**src/rtl/ring_phase_monitor.sv**
```systemverilog
// Phase monitor for a one-hot right-rotating ring register.
// Tracks hot position, locks on clean rotation, counts revolutions.
module ring_phase_monitor #(
  parameter int WIDTH    = 6,
  parameter int IDX_W    = 3,
  parameter int REV_W    = 8,
  parameter int SYNC_CNT = 2
) (
  input  logic             clk,
  input  logic             reset,
  input  logic [WIDTH-1:0] ring_in,
  input  logic             ring_vld,
  input  logic             clr_err,
  output logic [IDX_W-1:0] idx,
  output logic             idx_vld,
  output logic             locked,
  output logic [REV_W-1:0] rev_cnt,
  output logic             err_pulse,
  output logic             err_sticky,
  output logic [1:0]       state
);

  typedef enum logic [1:0] {
    IDLE  = 2'd0,
    SYNC  = 2'd1,
    LOCK  = 2'd2,
    FAULT = 2'd3
  } state_t;

  localparam int GW = (SYNC_CNT > 1) ? $clog2(SYNC_CNT) : 1;
  localparam logic [GW-1:0] LAST = GW'(SYNC_CNT - 1);
  localparam logic [IDX_W-1:0] TOP = IDX_W'(WIDTH - 1);

  state_t st_q, st_d;
  logic [WIDTH-1:0] prev_q, prev_d;
  logic [GW-1:0] good_q, good_d;
  logic [IDX_W-1:0] idx_q, idx_d;
  logic vld_q, vld_d;
  logic [REV_W-1:0] rev_q, rev_d;
  logic pulse_q, pulse_d;
  logic sticky_q, sticky_d;

  logic [WIDTH-1:0] expected;
  logic [IDX_W-1:0] enc;
  logic onehot;
  logic step_ok;
  logic wrap;

  // Lowest set bit wins; only used when the sample is one-hot.
  always_comb begin
    enc = '0;
    for (int i = WIDTH - 1; i >= 0; i--) begin
      if (ring_in[i]) enc = IDX_W'(i);
    end
  end

  assign onehot   = (ring_in != '0) &&
                    ((ring_in & (ring_in - 1'b1)) == '0);
  assign expected = {prev_q[0], prev_q[WIDTH-1:1]};
  assign step_ok  = onehot && (ring_in == expected);
  assign wrap     = (idx_q == '0) && (enc == TOP);

  always_ff @(posedge clk or posedge reset) begin
    if (reset) begin
      st_q     <= IDLE;
      prev_q   <= '0;
      good_q   <= '0;
      idx_q    <= '0;
      vld_q    <= 1'b0;
      rev_q    <= '0;
      pulse_q  <= 1'b0;
      sticky_q <= 1'b0;
    end else begin
      st_q     <= st_d;
      prev_q   <= prev_d;
      good_q   <= good_d;
      idx_q    <= idx_d;
      vld_q    <= vld_d;
      rev_q    <= rev_d;
      pulse_q  <= pulse_d;
      sticky_q <= sticky_d;
    end
  end

  always_comb begin
    st_d     = st_q;
    prev_d   = prev_q;
    good_d   = good_q;
    idx_d    = idx_q;
    vld_d    = vld_q;
    rev_d    = rev_q;
    pulse_d  = 1'b0;
    sticky_d = sticky_q;
    if (clr_err) begin
      st_d     = IDLE;
      sticky_d = 1'b0;
      rev_d    = '0;
      vld_d    = 1'b0;
      good_d   = '0;
    end else if (ring_vld) begin
      unique case (st_q)
        IDLE: begin
          if (onehot) begin
            prev_d = ring_in;
            idx_d  = enc;
            vld_d  = 1'b1;
            good_d = '0;
            st_d   = SYNC;
          end else begin
            vld_d  = 1'b0;
          end
        end
        SYNC: begin
          unique case (1'b1)
            step_ok: begin
              prev_d = ring_in;
              idx_d  = enc;
              if (good_q == LAST) begin
                good_d = '0;
                st_d   = LOCK;
              end else begin
                good_d = good_q + GW'(1);
              end
            end
            onehot && !step_ok: begin
              prev_d = ring_in;
              idx_d  = enc;
              good_d = '0;
            end
            !onehot: begin
              st_d   = IDLE;
              vld_d  = 1'b0;
              good_d = '0;
            end
          endcase
        end
        LOCK: begin
          if (step_ok) begin
            prev_d = ring_in;
            idx_d  = enc;
            if (wrap) rev_d = rev_q + REV_W'(1);
          end else begin
            st_d     = FAULT;
            pulse_d  = 1'b1;
            sticky_d = 1'b1;
          end
        end
        FAULT: begin
        end
      endcase
    end
  end

  assign idx        = idx_q;
  assign idx_vld    = vld_q;
  assign locked     = (st_q == LOCK);
  assign rev_cnt    = rev_q;
  assign err_pulse  = pulse_q;
  assign err_sticky = sticky_q;
  assign state      = st_q;

endmodule

```
**config.mk**
```make
export PLATFORM = sky130hd
export DESIGN_NAME = ring_phase_monitor
export DESIGN_NICKNAME = d
export VERILOG_FILES = /design/src/rtl/ring_phase_monitor.sv
export SDC_FILE = /design/constraint.sdc
export NUM_CORES = 1
export LEC_CHECK = 0
export CORE_MARGIN = 8
export CORE_UTILIZATION = 52
export CTS_CLUSTER_DIAMETER = 80
export DETAILED_ROUTE_END_ITERATION = 16
export GPL_ROUTABILITY_DRIVEN = 0
export PLACE_DENSITY_LB_ADDON = 0.25
export SYNTH_ARGS = -nofsm -noshare
export SYNTH_HDL_FRONTEND = slang
export SYNTH_SLANG_ARGS = --single-unit
export TNS_END_PERCENT = 20
```
**constraint.sdc**
```tcl
create_clock -name clk -period 2.3 [get_ports clk]
set_input_delay 0.46 -clock clk [delete_from_list [all_inputs] [get_ports clk]]
set_output_delay 0.46 -clock clk [all_outputs]
set_load 0.02 [all_outputs]
```
==> results.toml, run 1 <==
[hold_path]
hold_class = "in -> async"

[yosys]
synth_edf_count = 0
yosys_most_used_dff = "dfrtp_1"
synthesis.nets = 161
netlist_top_cells_area = "dfrtp_1 (40%), mux2_2 (7.0%), nor2_1 (5.4%), ha_1 (4.3%), xnor2_1 (4.2%)"
synth-seq-area-share = 0.395
avgSynthCellArea_um2 = 9.98
synth_cells = 146
synth_area_um2 = 1460
ys_top_cells_by_count = "dfrtp_1 (23), nor2_1 (21), inv_1 (10)"
synth_top_area_frac = 0.395
async_flop_share = 1.00
ys_types = 41
ys_ff_latch = 23
yosysMostFrequentCell = "dfrtp_1"
yosysWarnings = 0
yosys.area.top_type = "dfrtp_1"

[critical_path]
critPathMaxFanout = 9
worst-r2r-cell-count = 8
crit_chain = "clkdlybuf4s50_1 -> o21ai_0 -> o2111a_1 -> nor2_1 -> a2111oi_2 -> o21ai_2 -> buf_12 -> mux2_2"
reg2reg_to = "idx[1]"
crit_slowest_cell = "clkdlybuf4s50_1"
r2r_setup_slack_ns = 0.18
end_kind = "flip-flop"
worst-endpoint-required_ns = 2.50
r2r_start = "state[0]"
cp-start-kind = "input pin"
crit_type = "in -> reg"
crit_path_start = "ring_in[2]"
cpPeakStageDelay_ns = 0.53
path_buf_inv = 2
worstPathArrival_ns = 2.43
cp_top_family = "compound AO/OA/AOI/OAI gates"

[finish]
antennaDiodeCount = 0
syn2layout_area_growth_pct = 30.2
fillers = 212
drive_gt1_frac = 0.258
final_nets = 202

[grt]
track_usage = 0.155
grt_antenna_before_repair = 0
grt_pass1_wl_um = 5740
grt-ovfl-total = 0
grt_pass1_vias = 1289
grt_max_degree = 24

[pwr]
ir_drop_mv = 0.458
total_power_uw = 994
power_leakage_uw = 0.000892
p_per_area_nw_per_um2 = 524

[clocking]
clk_pin_slew_ns = 0.14
cts_root_buf = "clkbuf_4"
cts.htree.levels = 1
clk-insertion-delay-late_ns = 0.31
cts_tree = "yes"
clkSinkCount = 23
cts_buffers = 3
clk_path_buf_depth = 2

[timing]
worst_pin_slew_ns = 0.353
finClkSkew_ns = 0.00907
maxSlewViolCount = 0
max_freq_ghz = 0.449
period_minus_slack_ns = 2.23
finalSetupViolations = 0
rsz0062_at_grt = "no"
whs_ns = 0.472
period_share = 0.969
relSlewSlack = 0.764
hold_viol = 0

[die]
dieArea_um2 = 4750
core_um2 = 2710
placementRows = 19
start_util = 0.537
chipHeight_um = 68.9
pin_count = 27
die_x_um = 68.9

[routing]
num_vias = 1210
dr.pass1.iters = 6
post_drt_wl_per_cell_um = 15.5
wl_um = 3370
drtAntennaViolNets = 0
initialDrtViolationCount = 62
drc_errors = 0
viasPerCell = 5.58

[flow_run]
cap_viol_max_count = 0

[placement]
io_buffers = 26
dp_hpwl_um = 2620

[status]
status = "finished, final reports clean"
## per-stage QoR
step	cells	setup TNS [ns]	area, um2	worst slack, ns	utilization
after global routing	217	0	1900	0.0303	0.699
after floorplan	146	0	1460	0.132	-
after global placement	213	-5.20	1820	-0.302	0.673
final	217	0	1900	0.0710	0.699
after CTS	217	0	1850	0.0277	0.682
after detailed placement	213	-5.47	1820	-0.317	0.673
## tightest hold or removal path, delay by kind of cell
kind / cells / cell delay [ns]
buffers and inverters: 3 / 0.73
## state kept, by name (all words and copies together) (netlist names)
signal and flops:
err_pulse 1, err_sticky 1, good_q 1, idx 3, idx_vld 1, prev_q 6, rev_cnt 8, state 2
## logic make-up (layout without fill, tap and decap cells)
kind of cell	after synthesis	count (layout)	share of synthesized area
buf+inv	19	59	0.0859
simple gates	50	50	0.176
compound gates	27	27	0.144
mux	14	14	0.107
fa+ha+maj	5	5	0.0430
flops	23	23	0.395
xor+xnor	8	8	0.0481
## worst max path at each step
stage | to | slack, ns | depth (start not counted)
finish | idx[1] | 0.07 | 8
global route | prev_q[3] | 0.03 | 8
CTS | locked | 0.03 | 3
detailed placement | prev_q[3] | -0.32 | 8
global placement | rev_cnt[4] | -0.30 | 7
floorplan | rev_cnt[4] | 0.13 | 8
## cell type report
type                            instances  area [um2]  share of cell area
Multi-Input combinational cell        104         793               0.418
Clock inverter                          1        5.00             0.00264
Timing Repair Buffer                   45         423               0.223
Tap cell                               31        38.8              0.0205
Sequential cell                        23         576               0.304
Clock buffer                            3        22.5              0.0119
Inverter                               10        37.5              0.0198
## layout by cell type (no fill, tap or decap), types with 3 or more instances in the layout
cell type / count
ha_1: 5
nor2b_1: 3
mux2_1: 4
inv_1: 10
nand2_1: 5
buf_4: 18
nor3b_2: 3
clkbuf_4: 3
mux2_2: 9
nand2b_1: 3
dlymetal6s2s_1: 4
o21ai_0: 3
nor2_1: 21
clkdlybuf4s50_1: 20
dfrtp_1: 23
xnor2_1: 7
nand4_1: 5
a21oi_1: 6
## metal layers
metal / part of all wire / routed length, um / GRT usage
met5: 0 / 0 / 0
met4: 0.011 / 36 / 0.0602
met3: 0.038 / 129 / 0.0226
met2: 0.52 / 1760 / 0.273
met1: 0.43 / 1450 / 0.184
## power by group
group          switching, uW  total [uW]  internal, uW
Combinational            130         290           160
Sequential              44.5         510           466
Clock                    129         193          64.8
## timing repair
| action | CTS | global route |
|---|---|---|
| setup buffers | 0 | 0 |
| gates resized for setup | 2 | 13 |
| hold buffers | 0 | 0 |
| endpoints found under the setup margin | 9 | 20 |
| pin swaps | 0 | 2 |
Note: power is estimated with default switching activity, not from simulation.
==> run 2: changes to the inputs <==
--- a/config.mk
+++ b/config.mk
@@ -5,6 +5,7 @@
 export SDC_FILE = /design/constraint.sdc
 export NUM_CORES = 1
 export LEC_CHECK = 0
+export CAP_MARGIN = 20
 export CORE_MARGIN = 8
 export CORE_UTILIZATION = 52
 export CTS_CLUSTER_DIAMETER = 80
==> results of run 2 <==
Final layout, timing and power as in run 1 (identical DEF).
==> run 3: changes to the inputs <==
--- a/config.mk
+++ b/config.mk
@@ -7,8 +7,8 @@
 export LEC_CHECK = 0
 export CAP_MARGIN = 20
 export CORE_MARGIN = 8
-export CORE_UTILIZATION = 52
-export CTS_CLUSTER_DIAMETER = 80
+export CORE_UTILIZATION = 30
+export CTS_CLUSTER_DIAMETER = 50
 export DETAILED_ROUTE_END_ITERATION = 16
 export GPL_ROUTABILITY_DRIVEN = 0
 export PLACE_DENSITY_LB_ADDON = 0.25
==> results.toml, run 3 (synthesis gave the netlist of run 1 again) <==
[grt]
grt_use_met1 = 0.116
grt-ovfl-total = 0
grt_antenna_before_repair = 0
grt.busiest_layer = "met2"
grt_max_degree = 24
gr-usage-met3 = 0.0267
grt_pass1_wl_um = 5800
use_met2 = 0.157
track_usage = 0.0956
grt_pass1_vias = 1254

[die]
start_util = 0.310
core_um2 = 4690
pin_count = 27
die_x_um = 85.7
placementRows = 25
dieArea_um2 = 7340
chipHeight_um = 85.7

[critical_path]
r2r_setup_slack_ns = 0.26
cp-start-kind = "flip-flop"
reg2reg_to = "prev_q[3]"
r2r_start = "state[1]"
worst-r2r-cell-count = 8
worst-endpoint-required_ns = 1.84
critPathMaxFanout = 6
worstPathArrival_ns = 1.72
end_kind = "primary output"
crit_type = "reg -> out"

[flow_run]
cap_viol_max_count = 0

[finish]
antennaDiodeCount = 0
fillers = 477
register_area_um2 = 576
drive_gt1_frac = 0.230
utilization = 0.411
final_nets = 203
layoutNonFillerInstCount = 241
layout_commonest_cell = "dfrtp_1"
multi_input_area_um2 = 776
layout_common_cells = "dfrtp_1 (23), nor2_1 (21), clkdlybuf4s50_1 (20), buf_4 (19), inv_1 (10)"
syn2layout_area_growth_pct = 32.5
largest_reg_flops = 8

[routing]
num_vias = 1203
initialDrtViolationCount = 23
post_drt_wl_per_cell_um = 14.2
viasPerCell = 4.99
dr.pass1.iters = 4
drc_errors = 0
drtAntennaViolNets = 0
wl_um = 3430

[placement]
placed_cells = 236
io_buffers = 26
dp_hpwl_um = 2650

[timing]
finalSetupViolations = 0
period_minus_slack_ns = 2.18
hold_viol = 0
relSlewSlack = 0.787
maxSlewViolCount = 0
worst_pin_slew_ns = 0.320
finClkSkew_ns = 0.00114
max_freq_ghz = 0.460
period_share = 0.946
rsz0062_at_grt = "no"

[clocking]
clk_pin_slew_ns = 0.08
cts_tree = "yes"
clk-insertion-delay-late_ns = 0.26
cts.htree.levels = 1
clkSinkCount = 23
postCtsHoldBufs = 0
clk_path_buf_depth = 2
cts_buffers = 3
cts_root_buf = "clkbuf_8"

[hold_path]
hold_class = "reg -> reg"
min_path_cells = 2
hold_end = "err_sticky"
min_from = "err_sticky"

[status]
status = "finished, final reports clean"

[pwr]
ir_drop_mv = 0.209
power_leakage_uw = 0.000886
p_per_area_nw_per_um2 = 549
-- run 3: cell count changes in the layout (fill, tap and decap cells not counted), moves of 2 or more --
cell | before | now
clkbuf_4 | 3 | 0
nor3b_1 | 0 | 2
clkbuf_8 | 0 | 3
nor3b_2 | 3 | 1
o31ai_2 | 2 | 0
o31ai_1 | 0 | 2
-- run 3: layout make-up --
class / instances / share of cell area
clock buffers: 3 / 0.0214
clock inverters: 1 / 0.00259
inverters: 10 / 0.0195
multi-input cells: 104 / 0.402
flip-flops and latches: 23 / 0.298
well taps: 54 / 0.0350
repair buffers: 46 / 0.221
-- run 3: what timing repair did --
item | CTS | global route
pin swaps | 3 | 5
buffers inserted | 1 | 0
endpoints found under the setup margin | 19 | 19
gates resized for setup | 6 | 5
-- run 3: report_power, final --
| group | total [uW] | switching (uW) | internal [uW] |
|---|---|---|---|
| Clock | 254 | 133 | 121 |
| Sequential | 510 | 43.6 | 466 |
| Combinational | 295 | 131 | 164 |
| Total | 1060 | 308 | 751 |
-- run 3: worst max path at each step --
stage | from | endpoint | cells after the start
2_1_floorplan | ring_in[3] | rev_cnt[4] | 8
3_3_place_gp | ring_in[0] | rev_cnt[2] | 9
3_5_place_dp | ring_in[4] | rev_cnt[2] | 8
4_1_cts | ring_in[3] | prev_q[1] | 8
5_1_grt | state[0] | locked | 3
6_report | state[0] | locked | 3
-- run 3: per-layer routing --
metal  wire length, um  share of wire
met5                 0              0
met4                25         0.0073
met3               163          0.047
met2              1700           0.50
met1              1540           0.45
-- run 3: critical path, stage by stage (launching register included) --
cell and delay, ns:
dfrtp_1 0.43, inv_1 0.10, ha_1 0.27, clkdlybuf4s50_1 0.65
-- run 3: metrics by stage --
stage / TNS [ns] / setup slack [ns] / power, uW / instance area, um2 / hold WS, ns
global route: 0 / 0.0353 / 1120 / 1930 / 0.543
global placement: -5.81 / -0.340 / 802 / 1850 / 0.481
CTS: 0 / 0.00961 / 1070 / 1910 / 0.520
floorplan: 0 / 0.132 / 701 / 1460 / 0.461
detailed placement: -6.66 / -0.401 / 810 / 1850 / 0.508
finish: 0 / 0.124 / 1060 / 1930 / 0.520
==> RTL edit (settings of run 1) <==
The output `err_pulse` loses its register stage (`pulse_q` becomes a continuous assignment).
--- a/src/rtl/ring_phase_monitor.sv
+++ b/src/rtl/ring_phase_monitor.sv
@@ -68,7 +68,6 @@
       idx_q    <= '0;
       vld_q    <= 1'b0;
       rev_q    <= '0;
-      pulse_q  <= 1'b0;
       sticky_q <= 1'b0;
     end else begin
       st_q     <= st_d;
@@ -77,10 +76,11 @@
       idx_q    <= idx_d;
       vld_q    <= vld_d;
       rev_q    <= rev_d;
-      pulse_q  <= pulse_d;
       sticky_q <= sticky_d;
     end
   end
+
+  assign pulse_q = pulse_d;
 
   always_comb begin
     st_d     = st_q;
Behaviour: not the same (a bounded check fails within 4 cycles, from zero or initial values and one cycle with reset high).
==> RTL edit against run 1 <==
Wire length up 5.1%; cell count down 1.8%; highest routed layer unchanged; synthesized cell count down 8.2%; sequential cell count down 1; design area up 0.20%; power up 14%; synthesized area down 4.8%; worst setup slack better by 0.032 ns; largest cell class unchanged.
==> RTL edit: results (changes against run 1) <==
stage,metric,value,unit,change
drt,drtIter0Drc,82,,was 62
grt,grt_pass1_wl,5871,um,was 5740 um
layout,final_nets,199,,was 202
drt,drc,0,,unchanged
grt,grt_max_degree,23,,was 24
setup_path,critPathMaxFanout,5,,was 9
sta,setup_viol,0,,unchanged
drt,dr_wl_met2,1785,um,was 1755 um
setup_path,cp_top_family,simple AND/OR/NAND/NOR gates,,was compound AO/OA/AOI/OAI gates
clocking,clockBufferDepth,2,,unchanged
clocking,clk_latency,0.33,ns,was 0.31 ns
layout,largest_reg_flops,8,,unchanged
setup_path,cp_slowest_stage_delay,0.56,ns,was 0.53 ns
layout,drive_gt1_frac,0.3005,,was 0.2581
placement,hpwl,2588,um,was 2621 um
yosys,ys_top_cells_by_area,"dfrtp_1 40%, mux2_4 7.6%, ha_1 4.5%",,"was dfrtp_1 40%, mux2_2 7.0%, nor2_1 5.4%"
sta,worst_clock_skew,0.02449,ns,was 0.009065 ns
status,status,"finished, final reports clean",,unchanged
grt,met1_usage,0.1902,,was 0.1841
clocking,htree_levels,1,,unchanged
drt,wl_met1,1509,um,was 1452 um
yosys,synth_cell_types,44,,was 41
drt,top_layer,met4,,unchanged
clocking,clk_pin_slew,0.15,ns,
power,power_switching,325.8,uW,was 303.2 uW
grt,grt_pass1_vias,1247,,was 1289
yosys,synth_nets,149,,was 161
drt,route.met3.wl,182,um,was 129 um
yosys,synth_top_cells_by_count,"22 x dfrtp_1, 11 x nor2_1, 9 x a21oi_1, 9 x inv_1",,"was 23 x dfrtp_1, 21 x nor2_1, 10 x inv_1"
worst_hold_path,hold_path.class,in2async,,unchanged
yosys,ys_seq_area_frac,0.3971,,was 0.3952
yosys,synth_flop_cell,dfrtp_1,,unchanged
setup_path,cp.arrival,1.74,ns,was 2.43 ns
drt,totalWireLength,3545,um,was 3373 um
power,p_leak,0.8948,nW,was 0.8919 nW
grt,grt.total_usage,0.1640,,was 0.1547
drt,vias_per_cell,5.681,,was 5.576
sta,worst_pin_slew,0.3320,ns,was 0.3532 ns
yosys,async_reset_ff_frac,1.000,,unchanged
drt,first_pass_iters,4,,was 6
grt,use_met2,0.2888,,was 0.2727
clocking,cts-root-buf,clkbuf_4,,unchanged
setup_path,crit_slowest_cell,or4_4,,was clkdlybuf4s50_1
placement,io_buffers,26,,unchanged
yosys,yosys_warnings,0,,unchanged
grt,grtUsageMet3,0.03477,,was 0.02262
clocking,cts-buffers-inserted,3,,unchanged
layout,antenna_cells,0,,unchanged
power,peakVddDrop,0.5817,mV,was 0.4585 mV
grt,antenna_found_initial,0,,unchanged
==> RTL edit: cell count changes in the layout (fill, tap and decap cells not counted), moves of 3 or more <==
cell	change
xor2_1	+3
nor3b_2	-3
buf_4	+6
mux2_4	+7
dlymetal6s2s_1	-4
buf_2	+4
a21oi_1	+3
nor2_1	-10
o21ai_0	+4
mux2_2	-9
==> RTL edit: power groups by stage <==
stage | registers (mW) | clock network (mW) | logic (mW)
finish | 0.501 | 0.308 | 0.321
global route | 0.505 | 0.328 | 0.342
CTS | 0.497 | 0.309 | 0.317
detailed placement | 0.506 | 0 | 0.313
global placement | 0.498 | 0 | 0.302
floorplan | 0.513 | 0 | 0.189
==> RTL edit: worst min-delay path, stage by stage <==
cell and delay [ns]:
clkdlybuf4s50_1 0.40, inv_1 0.05, buf_4 0.28
==> RTL edit: final timing paths <==
check / start / end / slack [ns] / cells past startpoint
max in group asynchronous: reset / state[1] / 1.60 / 3
min reg2reg: idx[0] / idx[0] / 0.55 / 2
max reg2reg: state[0] / rev_cnt[5] / 0.13 / 8
min in group clk: ring_in[2] / prev_q[2] / 0.53 / 3
min: reset / rev_cnt[6] / 0.45 / 3
max: ring_in[1] / err_pulse / 0.10 / 7
==> RTL edit: area by class of cell <==
| type | instances | area [um^2] |
|---|---|---|
| fill | 168 | 600.6 |
| timing repair buffer | 50 | 427.9 |
| inverter | 9 | 33.78 |
| clock buffer | 3 | 22.52 |
| tap | 30 | 37.54 |
| clock inverter | 1 | 30.03 |
| sequential | 22 | 550.5 |
| multi-input combinational | 98 | 797.0 |
==> RTL edit: kinds of logic after synthesis <==
logic type	Yosys count	share of synthesized area
AO/OA/AOI/OAI	27	0.1390
flip-flops	22	0.3971
multiplexers	11	0.1065
XOR/XNOR	10	0.06317
AND/OR/NAND/NOR	45	0.2013
adder cells (fa/ha/maj)	5	0.04513
buffers and inverters	14	0.04783
==> RTL edit: timing repair <==
action / 4_1_cts / 5_1_grt
setup buffers: 2 / 0
endpoints found under the setup margin: 17 / 3
hold buffers: 0 / 0
pin swaps: 3 / 3
gates resized for setup: 20 / 5
==> RTL edit: per-stage QoR <==
| stage | hold WS, ns | setup WS [ns] | total power, mW | area (um^2) | instances |
|---|---|---|---|---|---|
| after floorplan | 0.4492 | -0.03524 | 0.7021 | 1399 | 134 |
| after global placement | 0.4978 | -0.7727 | 0.7998 | 1842 | 207 |
| after detailed placement | 0.5235 | -0.7940 | 0.8188 | 1842 | 207 |
| after CTS | 0.4641 | 0.004770 | 1.124 | 1903 | 213 |
| after global routing | 0.4925 | 0.0004603 | 1.175 | 1899 | 213 |
| final | 0.4453 | 0.1028 | 1.129 | 1899 | 213 |
